## config.mk

```make
export PLATFORM = sky130hd
export DESIGN_NAME = dcf77_tx
export DESIGN_NICKNAME = d
export VERILOG_FILES = /design/src/rtl/dcf77_pkg.sv /design/src/rtl/dcf77_tick.sv /design/src/rtl/dcf77_tx.sv
export SDC_FILE = /design/constraint.sdc
export NUM_CORES = 1
export LEC_CHECK = 0
export CAP_MARGIN = 40
export CORE_ASPECT_RATIO = 0.9
export CORE_MARGIN = 8
export CORE_UTILIZATION = 51
export DETAILED_ROUTE_END_ITERATION = 16
export HOLD_SLACK_MARGIN = 0.02
export PLACE_DENSITY_LB_ADDON = 0.12
export SYNTH_ARGS = -nofsm -noshare
export SYNTH_HDL_FRONTEND = slang
export SYNTH_SLANG_ARGS = --single-unit
```

## constraint.sdc

```tcl
create_clock -name clk -period 2.4 [get_ports clk]
set_input_delay 0.48 -clock clk [delete_from_list [all_inputs] [get_ports clk]]
set_output_delay 0.48 -clock clk [all_outputs]
set_load 0.1 [all_outputs]
```

## src/rtl/dcf77_pkg.sv

```systemverilog
// Shared definitions for the DCF77 transmitter: the frame bit map, the time record
// the host loads, and the function that turns a time record into a minute frame.
package dcf77_pkg;

    localparam int FRAME_BITS   = 59;
    localparam int BIT_ZONE_LSB = 17;
    localparam int BIT_START    = 20;
    localparam int BIT_MIN_LSB  = 21;
    localparam int BIT_P1       = 28;
    localparam int BIT_HOUR_LSB = 29;
    localparam int BIT_P2       = 35;
    localparam int BIT_DAY_LSB  = 36;
    localparam int BIT_WDAY_LSB = 42;
    localparam int BIT_MON_LSB  = 45;
    localparam int BIT_YEAR_LSB = 50;
    localparam int BIT_P3       = 58;

    typedef struct packed {
        logic [7:0] year;
        logic [4:0] month;
        logic [2:0] week_day;
        logic [5:0] day;
        logic [5:0] hour;
        logic [6:0] minute;
        logic [1:0] zone;
    } dcf77_time_t;

    typedef logic [FRAME_BITS-1:0] dcf77_frame_t;

    // Fields go out LSB first; parities are even over the field plus the parity bit.
    function automatic dcf77_frame_t encode_frame(input dcf77_time_t t);
        dcf77_frame_t f;
        f = '0;
        f[BIT_ZONE_LSB +: 2] = t.zone;
        f[BIT_START]         = 1'b1;
        f[BIT_MIN_LSB +: 7]  = t.minute;
        f[BIT_P1]            = ^t.minute;
        f[BIT_HOUR_LSB +: 6] = t.hour;
        f[BIT_P2]            = ^t.hour;
        f[BIT_DAY_LSB +: 6]  = t.day;
        f[BIT_WDAY_LSB +: 3] = t.week_day;
        f[BIT_MON_LSB +: 5]  = t.month;
        f[BIT_YEAR_LSB +: 8] = t.year;
        f[BIT_P3]            = ^{t.year, t.month, t.week_day, t.day};
        return f;
    endfunction

endpackage

```

## src/rtl/dcf77_tick.sv

```systemverilog
// 10 ms enable generator: free-running divider that raises en_tick for one clk
// at its terminal count.
module dcf77_tick #(
    parameter int CLKS_PER_TICK = 240000
) (
    input  logic clk,
    input  logic rst,
    output logic en_tick
);

    localparam int W = (CLKS_PER_TICK > 1) ? $clog2(CLKS_PER_TICK) : 1;
    localparam logic [W-1:0] CNT_LAST = W'(CLKS_PER_TICK - 1);

    logic [W-1:0] cnt_q;
    logic [W-1:0] cnt_d;

    assign en_tick = (cnt_q == CNT_LAST);

    always_comb begin
        cnt_d = cnt_q + 1'b1;
        if (en_tick) begin
            cnt_d = '0;
        end
    end

    always_ff @(posedge clk) begin
        if (rst) begin
            cnt_q <= '0;
        end else begin
            cnt_q <= cnt_d;
        end
    end

endmodule

```

## src/rtl/dcf77_tx.sv

```systemverilog
// DCF77 minute-frame transmitter: latches host time into a shadow register,
// encodes it at each minute boundary and emits 100/200 ms pulses per second.
module dcf77_tx
    import dcf77_pkg::*;
#(
    parameter int CLKS_PER_TICK = 240000,
    parameter int TICKS_PER_SEC = 100,
    parameter int TICKS_ZERO    = 10,
    parameter int TICKS_ONE     = 20
) (
    input  logic       clk,
    input  logic       rst,
    input  logic       load_valid,
    output logic       load_ready,
    input  logic [6:0] minute,
    input  logic [5:0] hour,
    input  logic [5:0] day,
    input  logic [2:0] week_day,
    input  logic [4:0] month,
    input  logic [7:0] year,
    input  logic [1:0] zone,
    output logic       tx,
    output logic [5:0] second,
    output logic       minute_strb,
    output logic       stale
);

    localparam int TW = $clog2(TICKS_PER_SEC);
    localparam logic [TW-1:0] TICK_LAST = TW'(TICKS_PER_SEC - 1);
    localparam logic [TW-1:0] LEN_ZERO  = TW'(TICKS_ZERO);
    localparam logic [TW-1:0] LEN_ONE   = TW'(TICKS_ONE);
    localparam logic [5:0]    SEC_LAST  = 6'd59;

    logic          en_tick;
    logic          transfer;
    logic          accept;
    logic          bit_now;
    logic [TW-1:0] pulse_len;
    logic [59:0]   frame_ext;
    dcf77_time_t   load_time;

    logic [TW-1:0] tick_cnt_q, tick_cnt_d;
    logic [5:0]    second_q, second_d;
    dcf77_frame_t  frame_q, frame_d;
    dcf77_time_t   shadow_q, shadow_d;
    logic          shadow_new_q, shadow_new_d;
    logic          stale_q, stale_d;
    logic          tx_q, tx_d;
    logic          strb_q, strb_d;

    dcf77_tick #(
        .CLKS_PER_TICK(CLKS_PER_TICK)
    ) u_tick (
        .clk    (clk),
        .rst    (rst),
        .en_tick(en_tick)
    );

    assign load_time = {year, month, week_day, day, hour, minute, zone};

    // The last tick of second 59 is the only cycle the shadow is being read.
    assign transfer   = en_tick && (tick_cnt_q == TICK_LAST) && (second_q == SEC_LAST);
    assign load_ready = !transfer;
    assign accept     = load_valid && load_ready;

    // Second 59 has no frame bit; the padded zero keeps the index in range.
    assign frame_ext  = {1'b0, frame_q};
    assign bit_now    = frame_ext[second_q];
    assign pulse_len  = bit_now ? LEN_ONE : LEN_ZERO;

    always_comb begin
        tick_cnt_d   = tick_cnt_q;
        second_d     = second_q;
        frame_d      = frame_q;
        shadow_d     = shadow_q;
        shadow_new_d = shadow_new_q;
        stale_d      = stale_q;
        tx_d         = (second_q != SEC_LAST) && (tick_cnt_q < pulse_len);
        strb_d       = transfer;

        if (en_tick) begin
            if (tick_cnt_q == TICK_LAST) begin
                tick_cnt_d = '0;
                second_d   = (second_q == SEC_LAST) ? 6'd0 : second_q + 1'b1;
            end else begin
                tick_cnt_d = tick_cnt_q + 1'b1;
            end
        end

        if (transfer) begin
            frame_d      = encode_frame(shadow_q);
            stale_d      = !shadow_new_q;
            shadow_new_d = 1'b0;
        end

        if (accept) begin
            shadow_d     = load_time;
            shadow_new_d = 1'b1;
        end
    end

    always_ff @(posedge clk) begin
        if (rst) begin
            tick_cnt_q   <= '0;
            second_q     <= SEC_LAST;
            frame_q      <= '0;
            shadow_q     <= '0;
            shadow_new_q <= 1'b0;
            stale_q      <= 1'b1;
            tx_q         <= 1'b0;
            strb_q       <= 1'b0;
        end else begin
            tick_cnt_q   <= tick_cnt_d;
            second_q     <= second_d;
            frame_q      <= frame_d;
            shadow_q     <= shadow_d;
            shadow_new_q <= shadow_new_d;
            stale_q      <= stale_d;
            tx_q         <= tx_d;
            strb_q       <= strb_d;
        end
    end

    assign tx          = tx_q;
    assign second      = second_q;
    assign minute_strb = strb_q;
    assign stale       = stale_q;

endmodule

```

==> results of run 1 <==
-- where the power goes --
part / total (uW) / internal, uW / switching (uW)
clock: 2500 / 1650 / 850
sequential: 1950 / 1910 / 35.6
combinational: 297 / 163 / 135
-- metrics by stage --
stage                     hold WS (ns)  total power [uW]
after floorplan                 0.4259              2189
after global placement          0.4396              2279
after detailed placement        0.4440              2286
after CTS                       0.1918              4787
after global routing            0.1923              4916
final                           0.2066              4742
-- layout by cell type, fill, tap and decap left out, types with 4 or more instances in the layout --
cell type and count:
and2_1 6, and3_1 8, nand3_1 10, o21ai_0 8
dfxtp_1 107, xnor2_1 36, a21oi_1 81, mux2i_1 13
nor2b_1 5, clkdlybuf4s50_1 38, nand3b_1 4, xor2_1 17
nand4_1 6, clkbuf_8 5, a211oi_1 5, nor2_1 35
buf_4 31, nand2_1 164, clkbuf_16 17
-- kinds of logic (layout without fill, tap and decap cells) --
kind of cell,after synthesis,after routing,share of synthesized area (%)
AND/OR/NAND/NOR,267,267,24.40
flip-flops,113,113,44.93
AO/OA/AOI/OAI,107,107,11.71
XOR/XNOR,53,53,9.220
buffers and inverters,41,111,4.548
multiplexers,16,16,3.703
adder cells (fa/ha/maj),6,6,1.491
-- registers in the layout, summed over array words and instances, names as in the netlist --
signal	flops
minute_strb	1
tick_cnt_q	7
second	6
stale	1
u_tick.cnt_q	18
tx	1
frame_q	41
shadow_new_q	1
shadow_q	37
-- cell type report --
cell class | count | share of cell area (%)
timing repair buffer | 75 | 11.02
tap | 126 | 2.479
sequential | 113 | 35.81
clock buffer | 24 | 7.891
multi-input combinational | 449 | 41.03
inverter | 4 | 0.2361
clock inverter | 8 | 1.535
-- final timing paths --
check	startpoint	endpoint	cells past startpoint
setup / recovery	second[1]$_SDFFE_PP1P_	tx$_SDFF_PP0_	11
hold / removal	rst	minute_strb$_SDFF_PP0_	2
setup reg to reg	second[1]$_SDFFE_PP1P_	tx$_SDFF_PP0_	11
hold reg to reg	frame_q[40]$_SDFFE_PP0P_	frame_q[40]$_SDFFE_PP0P_	2
-- synthesized netlist by cell type (2+ instances only) --
| cell | count |
|---|---|
| nand2_1 | 164 |
| dfxtp_1 | 113 |
| a21oi_1 | 82 |
| xnor2_1 | 36 |
| nor2_1 | 35 |
| xor2_1 | 17 |
| clkbuf_1 | 16 |
| mux2i_1 | 13 |
| buf_2 | 12 |
| nand3_1 | 11 |
| and3_1 | 9 |
| buf_6 | 8 |
| o21ai_0 | 8 |
| and2_1 | 6 |
| ha_1 | 6 |
| nand4_1 | 6 |
| a211oi_1 | 5 |
| nor2b_1 | 5 |
| inv_1 | 4 |
| nand3b_1 | 4 |
| and4_1 | 3 |
| or3_1 | 3 |
| or4_1 | 3 |
| a2111oi_0 | 2 |
| a221oi_1 | 2 |
| a31oi_1 | 2 |
| mux4_2 | 2 |
| nand2b_1 | 2 |
| nor3_1 | 2 |
| o311ai_1 | 2 |
-- routing by layer --
layer	GRT usage, %	vias to the layer above	part of all wire [%]
met5	0	-	0
met3	5.295	12	4.7
met2	28.22	89	47
met4	5.610	0	1.0
met1	23.53	1973	48
li1	-	2138	-
-- timing repair --
action	CTS	global route
gates resized for setup	7	6
endpoints found under the setup margin	2	2
pin swaps	1	2
hold buffers	0	0
setup buffers	0	7
==> impl_metrics.tcl, run 1 <==
set metrics [dict create \
    run_status "complete, but fails checks" \
    violations "negative setup slack" \
    htree_levels 4 \
    fin_cells 799 \
    die_area_sq_um 13310 \
    wl_per_cell_um 14.23 \
    design.core.area_sq_um 9657 \
    fillCellCount 784 \
    drive_gt1_share_pct 13.82 \
    cts_buffer_depth 2 \
    setup_tns_ns -0.2029 \
    fp.dieW_um 120.7 \
    syn_avg_cell_area_sq_um 8.350 \
    p_leak_uw 0.002453 \
    crit_fanout 10 \
    dp_hpwl_mm 7.623 \
    required_ns 2.84 \
    max_slew_margin_pct 71.35 \
    ir_drop_uv 736.1 \
    yosys_register_bits 113 \
    tritoncts "built" \
    multi_input_area_sq_um 2609 \
    clockRootBuffer "clkbuf_8" \
    path_class "reg -> reg" \
    syn_area_sq_um 5035 \
    cts_sinks 113 \
    synth-async-reset-ratio_pct 0 \
    rows 34 \
    yosysSeqAreaShare_pct 44.93 \
    grt_pass1_wl_mm 19.29 \
    drv_cap 0 \
    port_buffers 49 \
    start_kind "flop" \
    min_period_ns 2.541 \
    cts_buffers 17 \
    syn2layout_area_growth_pct 26.29 \
    ys_types 50 \
    synthCells 603 \
    fmax_mhz 393.6 \
    grt_pass1_vias 4087 \
    synth_edf_count 0 \
    first_pass_iters 5 \
    tightest_slew_ns 0.4190 \
    endpoint_kind "flop" \
    ant_nets 0 \
    netlist_top_cells_area "dfxtp_1 (45%), nand2_1 (12%), a21oi_1 (8.2%)" \
    diodes 0 \
    grt_setup_unrepaired "true" \
    regArea_sq_um 2277 \
    ios 50 \
    gr-total-overflow 0 \
    cp_cell_sequence "buf_4 -> nor2b_1 -> a2111oi_0 -> a221oi_1 -> nand2_1 -> nand4b_1 -> inv_2 -> ha_1 -> or2_2 -> a311oi_2 -> o21bai_1" \
    hold_viol 0 \
    place.gp.congestion 0.8369 \
    setup_viol 2 \
    routed_wl_mm 11.37 \
    die_h_um 110.3 \
    final_core_util_pct 65.85 \
    drt_iter0_markers 273 \
    worst_slack_ns -0.1409 \
    place_area_sq_um 5647 \
    dpl.cell_count 760 \
    yosys.area.top_type "dfxtp_1" \
    cpPeakStageDelay_ns 0.42 \
    fin_area_sq_um 6359 \
    drc 0 \
    path_clk_slew_ns 0.06 \
    final_nets 706 \
    synth_top_cell_area_share_pct 44.93 \
    rrSetupSlack_ns -0.14 \
    grt_usage_pct 18.00 \
    grt_max_degree 44 \
    pre_cts_slack_ns -0.1226 \
    min_path_type "in -> reg" \
    dr_total_vias 4212 \
    initial_core_util_pct 52.14 \
    antenna_found_initial 0 \
    slew_violations 0 \
    worstSkewPairLatency_ns 0.51 \
    period_share_pct 105.9 \
    viasPerCell 5.272 \
    path_buf_inv 2 \
    slowest_stage "a2111oi_0" \
    synth_warnings 0 \
    powerDensity_nw_per_um2 745.8 \
    cp_top_family "compound AO/OA/AOI/OAI gates" \
    syn-num-nets 649 \
    synth-main-ff-cell "dfxtp_1" \
    arrival_ns 2.98 \
    clock_skew_ns 0.006815 \
]
(Power assumes the default switching activity.)
==> inputs of run 2 (changes only) <==
- GPL_TIMING_DRIVEN: not set -> 1
==> results of run 2 <==
No change in the layout: final DEF, timing and power equal those of run 1.
==> inputs of run 3 (changes only) <==
- ABC_AREA: not set -> 1
- CORE_UTILIZATION: 51 -> 40
- CTS_CLUSTER_DIAMETER: not set -> 40
==> impl_metrics.tcl, run 3 <==
set metrics [dict create \
    hold_slack_ns 0.4265 \
    slew_violations 0 \
    ios 50 \
    synth_top_cell_area_share_pct 44.17 \
    dpl.cell_count 866 \
    first_pass_iters 5 \
    diodes 0 \
    tritoncts "built" \
    powerDensity_nw_per_um2 772.7 \
    synth-async-reset-ratio_pct 0 \
    dp_hpwl_mm 8.580 \
    syn_avg_cell_area_sq_um 7.689 \
    drt_iter0_markers 300 \
    drc 0 \
    min_path_type "reg -> reg" \
    mostFrequentLayoutCells "nor2_1 (118), nand2_1 (110), dfxtp_1 (106)" \
    clockRootBuffer "clkbuf_16" \
    largest_reg_flops 41 \
    hold_depth 1 \
    ir_drop_uv 493.4 \
    final_core_util_pct 50.67 \
    path_clk_slew_ns 0.05 \
    yosys.area.top_type "dfxtp_1" \
    fillCellCount 1213 \
    syn2layout_area_growth_pct 24.55 \
    tightest_slew_ns 0.6821 \
    max_slew_margin_pct 54.46 \
    regArea_sq_um 2273 \
    dr_wl_met2_mm 5.192 \
    grt_pass1_vias 4167 \
    wl_met1_mm 6.156 \
    grt_max_degree 38 \
    path_class "reg -> out" \
    yosys-top-cells-count "nor2_1 (119), dfxtp_1 (113), nand2_1 (110), inv_1 (64), o21ai_0 (38)" \
    fmax_mhz 432.5 \
    run_status "finished, final reports clean" \
    fp.dieW_um 135.3 \
    multi_input_area_sq_um 2419 \
    drive_gt1_share_pct 10.96 \
    period_share_pct 96.34 \
    arrival_ns 1.83 \
    largest_register "frame_q" \
    drv_cap 0 \
    viasPerCell 4.862 \
    synth-main-ff-cell "dfxtp_1" \
    p_leak_uw 0.002596 \
    die_h_um 123.3 \
    synth_warnings 0 \
    grt_pass1_wl_mm 20.36 \
    rows 39 \
    min_period_ns 2.312 \
    final_nets 772 \
    die_area_sq_um 16680 \
    syn_area_sq_um 5121 \
    worstSkewPairLatency_ns 0.42 \
    design.core.area_sq_um 12590 \
    yosys_register_bits 113 \
    wl_per_cell_um 13.43 \
    wl_met3_um 632 \
    ant_nets 0 \
    fin_cells 903 \
    routed_wl_mm 12.13 \
    grt_usage_pct 15.51 \
    syn-num-nets 712 \
    cts_buffers 17 \
    yosysSeqAreaShare_pct 44.17 \
    required_ns 1.92 \
    endpoint_kind "output port" \
    ys_types 36 \
    place.gp.congestion 0.8460 \
    hold_viol 0 \
    largestRegisters "frame_q: 41 flops, shadow_q: 37 flops, u_tick.cnt_q: 18 flops" \
    cts_sinks 113 \
    setup_viol 0 \
    synth_edf_count 0 \
    final_common_cell "nor2_1" \
    initial_core_util_pct 40.68 \
    port_buffers 49 \
    clock_skew_ns 0.008529 \
    dr_total_vias 4390 \
    worst_r2r_path_depth 12 \
    htree_levels 4 \
    synth_most_common_cell "nor2_1" \
    start_kind "flop" \
    gr-total-overflow 0 \
    antenna_found_initial 0 \
    cts_buffer_depth 2 \
    netlist_top_cells_area "dfxtp_1 (44%), nor2_1 (8.7%), nand2_1 (8.1%)" \
    setup_tns_ns 0 \
    highest_layer "met4" \
    synthCells 666 \
    crit_fanout 6 \
]
-- run 3: path summary, 6_finish.rpt --
kind                        startpoint                  to  slack [ns]
max             second[3]$_SDFFE_PP1P_          load_ready        0.09
min          shadow_new_q$_SDFFE_PP0P_  stale$_SDFFE_PP1P_        0.43
max reg2reg     second[1]$_SDFFE_PP1P_       tx$_SDFF_PP0_        0.26
min reg2reg  shadow_new_q$_SDFFE_PP0P_  stale$_SDFFE_PP1P_        0.43
-- run 3: cell type report --
type	count	share of cell area, %
flip-flops and latches	113	35.64
clock buffers	20	6.846
clock inverters	12	2.589
well taps	164	3.217
multi-input cells	460	37.92
repair buffers	66	9.690
inverters	68	4.100
-- run 3: logic make-up (layout without fill, tap and decap cells) --
logic type | after synthesis | count (layout) | share of synthesized area [%]
AND/OR/NAND/NOR | 301 | 301 | 25.82
AO/OA/AOI/OAI | 114 | 114 | 12.73
flip-flops | 113 | 113 | 44.17
buffers and inverters | 93 | 166 | 9.138
XOR/XNOR | 39 | 39 | 6.670
adder cells (fa/ha/maj) | 6 | 6 | 1.466
-- run 3: repair_timing --
action,4_1_cts,5_1_grt
hold buffers,0,0
setup buffers,3,2
pin swaps,3,1
setup endpoints to repair,1,2
gates resized for setup,4,5
-- run 3: critical path, cell delays in order, from the launching register on --
cell     delay, ns
dfxtp_2       0.38
inv_1         0.12
nor2_2        0.27
nand3_2       0.20
inv_2         0.15
nand3_4       0.09
buf_12        0.19
-- run 3: through the flow --
stage / cell area [sq um] / total power [uW] / setup WS, ns
final: 6379 / 4928 / 0.08772
after global routing: 6379 / 5118 / -0.01626
after CTS: 6349 / 4995 / 0.001281
after detailed placement: 5703 / 2394 / 0.1746
after global placement: 5703 / 2386 / 0.2012
after floorplan: 5127 / 2280 / -0.03334
-- run 3: layer usage --
layer,GRT usage (%),vias to the layer above
met5,0,-
met4,6.098,0
met3,5.158,11
met2,22.53,106
met1,20.81,1991
li1,-,2282
-- run 3: power by group --
group	switching (uW)	leakage, uW	internal [uW]
clock network	852	0.000293	1720
logic	196	0.00138	182
registers	48.8	0.000920	1930
total	1100	0.00260	3830
==> RTL change: new RTL, config.mk and constraints of run 2 <==
Reset style: asynchronous (`rst`), changed in 2 clocked blocks.
--- a/src/rtl/dcf77_tick.sv
+++ b/src/rtl/dcf77_tick.sv
@@ -23,7 +23,7 @@
         end
     end
 
-    always_ff @(posedge clk) begin
+    always_ff @(posedge clk or posedge rst) begin
         if (rst) begin
             cnt_q <= '0;
         end else begin
--- a/src/rtl/dcf77_tx.sv
+++ b/src/rtl/dcf77_tx.sv
@@ -99,7 +99,7 @@
         end
     end
 
-    always_ff @(posedge clk) begin
+    always_ff @(posedge clk or posedge rst) begin
         if (rst) begin
             tick_cnt_q   <= '0;
             second_q     <= SEC_LAST;
Function: no difference found for any inputs over 10 cycles, from zero or initial values and one cycle with rst high; that may be too few to reach the edited logic, so the function may still have changed.
==> RTL change against run 2 <==
  * The flow still finishes with violations (setup timing)
  * Worst setup slack got worse by 0.13 ns
  * Final area grew 12%
  * Global-route usage shrank 1.2 points
  * Power is 8.7% higher
  * Clock skew increased by 0.0020 ns
  * Sequential cell count did not move
  * Cell count fell by 18%
  * Area after synthesis is 8.1% higher
  * Wire length is 1.5% lower
==> RTL change: results (changes against run 2) <==
STA
  • Setup TNS: -0.403 ns (was -0.203 ns)
  • Final setup vio count: 2 (unchanged)
  • Worst Slack Setup Final: -0.268 ns (was -0.141 ns)
  • Clk_skew: 0.00877 ns (was 0.00682 ns)
  • Worst-Margin Slew: 0.518 ns (was 0.419 ns)

Outcome
  • Failing checks: setup timing (unchanged)
  • Outcome: finished, violations left (unchanged)

Clock network
  • Clk buf depth: 2 (unchanged)
  • Root buffer cell: clkbuf_16 (was clkbuf_8)
  • Worst-skew pair later-pin latency: 0.41 ns (was 0.51 ns)

Cells and area
  • Nets: 561 (was 706)
  • Share of layout cells above drive strength 1: 36.0% (was 13.8%)
  • Filler cells: 737 (was 784)
  • Top Registers: frame_q x41, shadow_q x37, u_tick.cnt_q x18 (unchanged)

Placement
  • Area after DPL: 6240 um^2 (was 5650 um^2)
  • GPL Wtd Cong: 0.817 (was 0.837)
  • Setup Slack @ Placement: -0.244 ns (was -0.123 ns)
  • Placed instance count: 608 (was 760)
  • Hpwl dp: 7.62 mm (about the same)

Yosys
  • Net Count, Synth: 471 (was 649)
  • Post-synthesis sequential area ratio: 52.1% (was 44.9%)
  • Synth unique cells: 51 (was 50)
  • Mapped Avg Cell Area: 12.8 um^2 (was 8.35 um^2)
  • Post-Synth XOR/XNOR Area: 7.66% (was 9.22%)
  • Area contributors post-synth: dfrtp_1 49%, mux2_2 9.3%, mux2_4 8.3% (was dfxtp_1 45%, nand2_1 12%, a21oi_1 8.2%)
  • Adder-Cell Fraction of Synth Area: 1.38% (was 1.49%)
  • Async set-or-reset flop fraction in the synthesized netlist: 100% (was 0%)
  • Commonest cells in the netlist: 107 x dfrtp_1, 45 x mux2_2, 37 x xnor2_1, 30 x mux2_4, 27 x nand2_1 (was 164 x nand2_1, 113 x dfxtp_1, 82 x a21oi_1, 36 x xnor2_1, 35 x nor2_1)
  • Compound-Gate Fraction of Synth Area: 4.30% (was 11.7%)
  • Mux cell area share after synthesis: 21.2% (was 3.70%)

GRT
  • Vias in the first global route: 3788 (was 4087)
  • Pin count of the biggest net entering global routing: 42 (was 44)
  • Total Routing Usage GR: 16.8% (was 18.0%)
  • Global-route wire length before repair: 19.2 mm (was 19.3 mm)

Critical path
  • Max FO, Critical Path: 6 (was 10)
  • Largest stage delay, worst path: 0.63 ns (was 0.42 ns)
  • Worst path slowest cell: dfstp_4 (was a2111oi_0)
  • Crit path from: second[0]$_DFFE_PP1P_ (was second[1]$_SDFFE_PP1P_)
  • Top delay family on crit path: flip-flops (was compound AO/OA/AOI/OAI gates)

Detailed routing
  • Initial DRC Count: 175 (was 273)
  • Drt pass-1 iters: 4 (was 5)
  • Via density: 5.41 (was 5.27)
  • Post-DR wirelength/cell: 17.0 um (was 14.2 um)
  • DR vias: 3554 (was 4212)

Hold path
  • Class of the worst hold path: in -> async (was in -> reg)

Power and ir drop
  • Leak: 3.19 nW (was 2.45 nW)
  • VDD IR max: 0.511 mV (was 0.736 mV)
==> RTL change: report_power, final <==
group	switching, mW	internal [mW]
Combinational	0.160	0.315
Clock	0.889	1.76
Sequential	0.0642	1.97
Total	1.11	4.04
==> RTL change: worst paths after layout <==
path,to,slack (ns),cells past startpoint
setup / recovery,tx$_DFF_PP0_,-0.27,10
hold / removal,frame_q[17]$_DFFE_PP0P_,0.40,2
setup reg to reg,tx$_DFF_PP0_,-0.27,10
hold reg to reg,stale$_DFFE_PP1P_,0.43,1
max in group asynchronous,frame_q[36]$_DFFE_PP0P_,1.32,4
min in group clk,stale$_DFFE_PP1P_,0.43,1
==> RTL change: through the flow <==
step           total power [mW]  utilization [%]
2_1_floorplan              2.41                -
3_3_place_gp               2.54             60.3
3_5_place_dp               2.55             60.3
4_1_cts                    5.21             68.1
5_1_grt                    5.34             69.2
6_report                   5.16             69.2
==> RTL change: worst reg2reg max path: cells and delay by family (launching register included) <==
kind	cells	cell delay (ns)
muxes	1	0.51
AOI/OAI and AO/OA	3	0.59
buffers and inverters	2	0.23
adders and majority gates	1	0.16
DFF	1	0.63
and+or+nand+nor	3	0.45
==> RTL change: logic make-up after synthesis <==
family / after synthesis
adders and majority gates: 6
xor gates and xnor gates: 46
and+or+nand+nor: 106
DFF: 113
buffers and inverters: 24
muxes: 92
AOI/OAI and AO/OA: 38
==> RTL change: repair_timing <==
action,CTS,global route
setup endpoints to repair,38,39
pin swaps,4,5
gates cloned,0,1
hold buffers,0,0
buffers inserted,11,5
resized for setup,15,9
==> RTL change: area by class of cell <==
type | instances | area share (%)
flip-flops and latches | 113 | 39.9
multi-input cells | 288 | 36.0
repair buffers | 88 | 12.6
clock buffers | 18 | 6.14
clock inverters | 14 | 2.64
well taps | 129 | 2.26
inverters | 7 | 0.455
==> RTL change: routing by layer <==
metal  vias up  routed length (um)  track usage, %
li1       1693                   -               -
met1      1791                5310            21.7
met2        59                5350            26.7
met3        11                 361            4.43
met4         0                 170            6.48
met5         -                   0               0
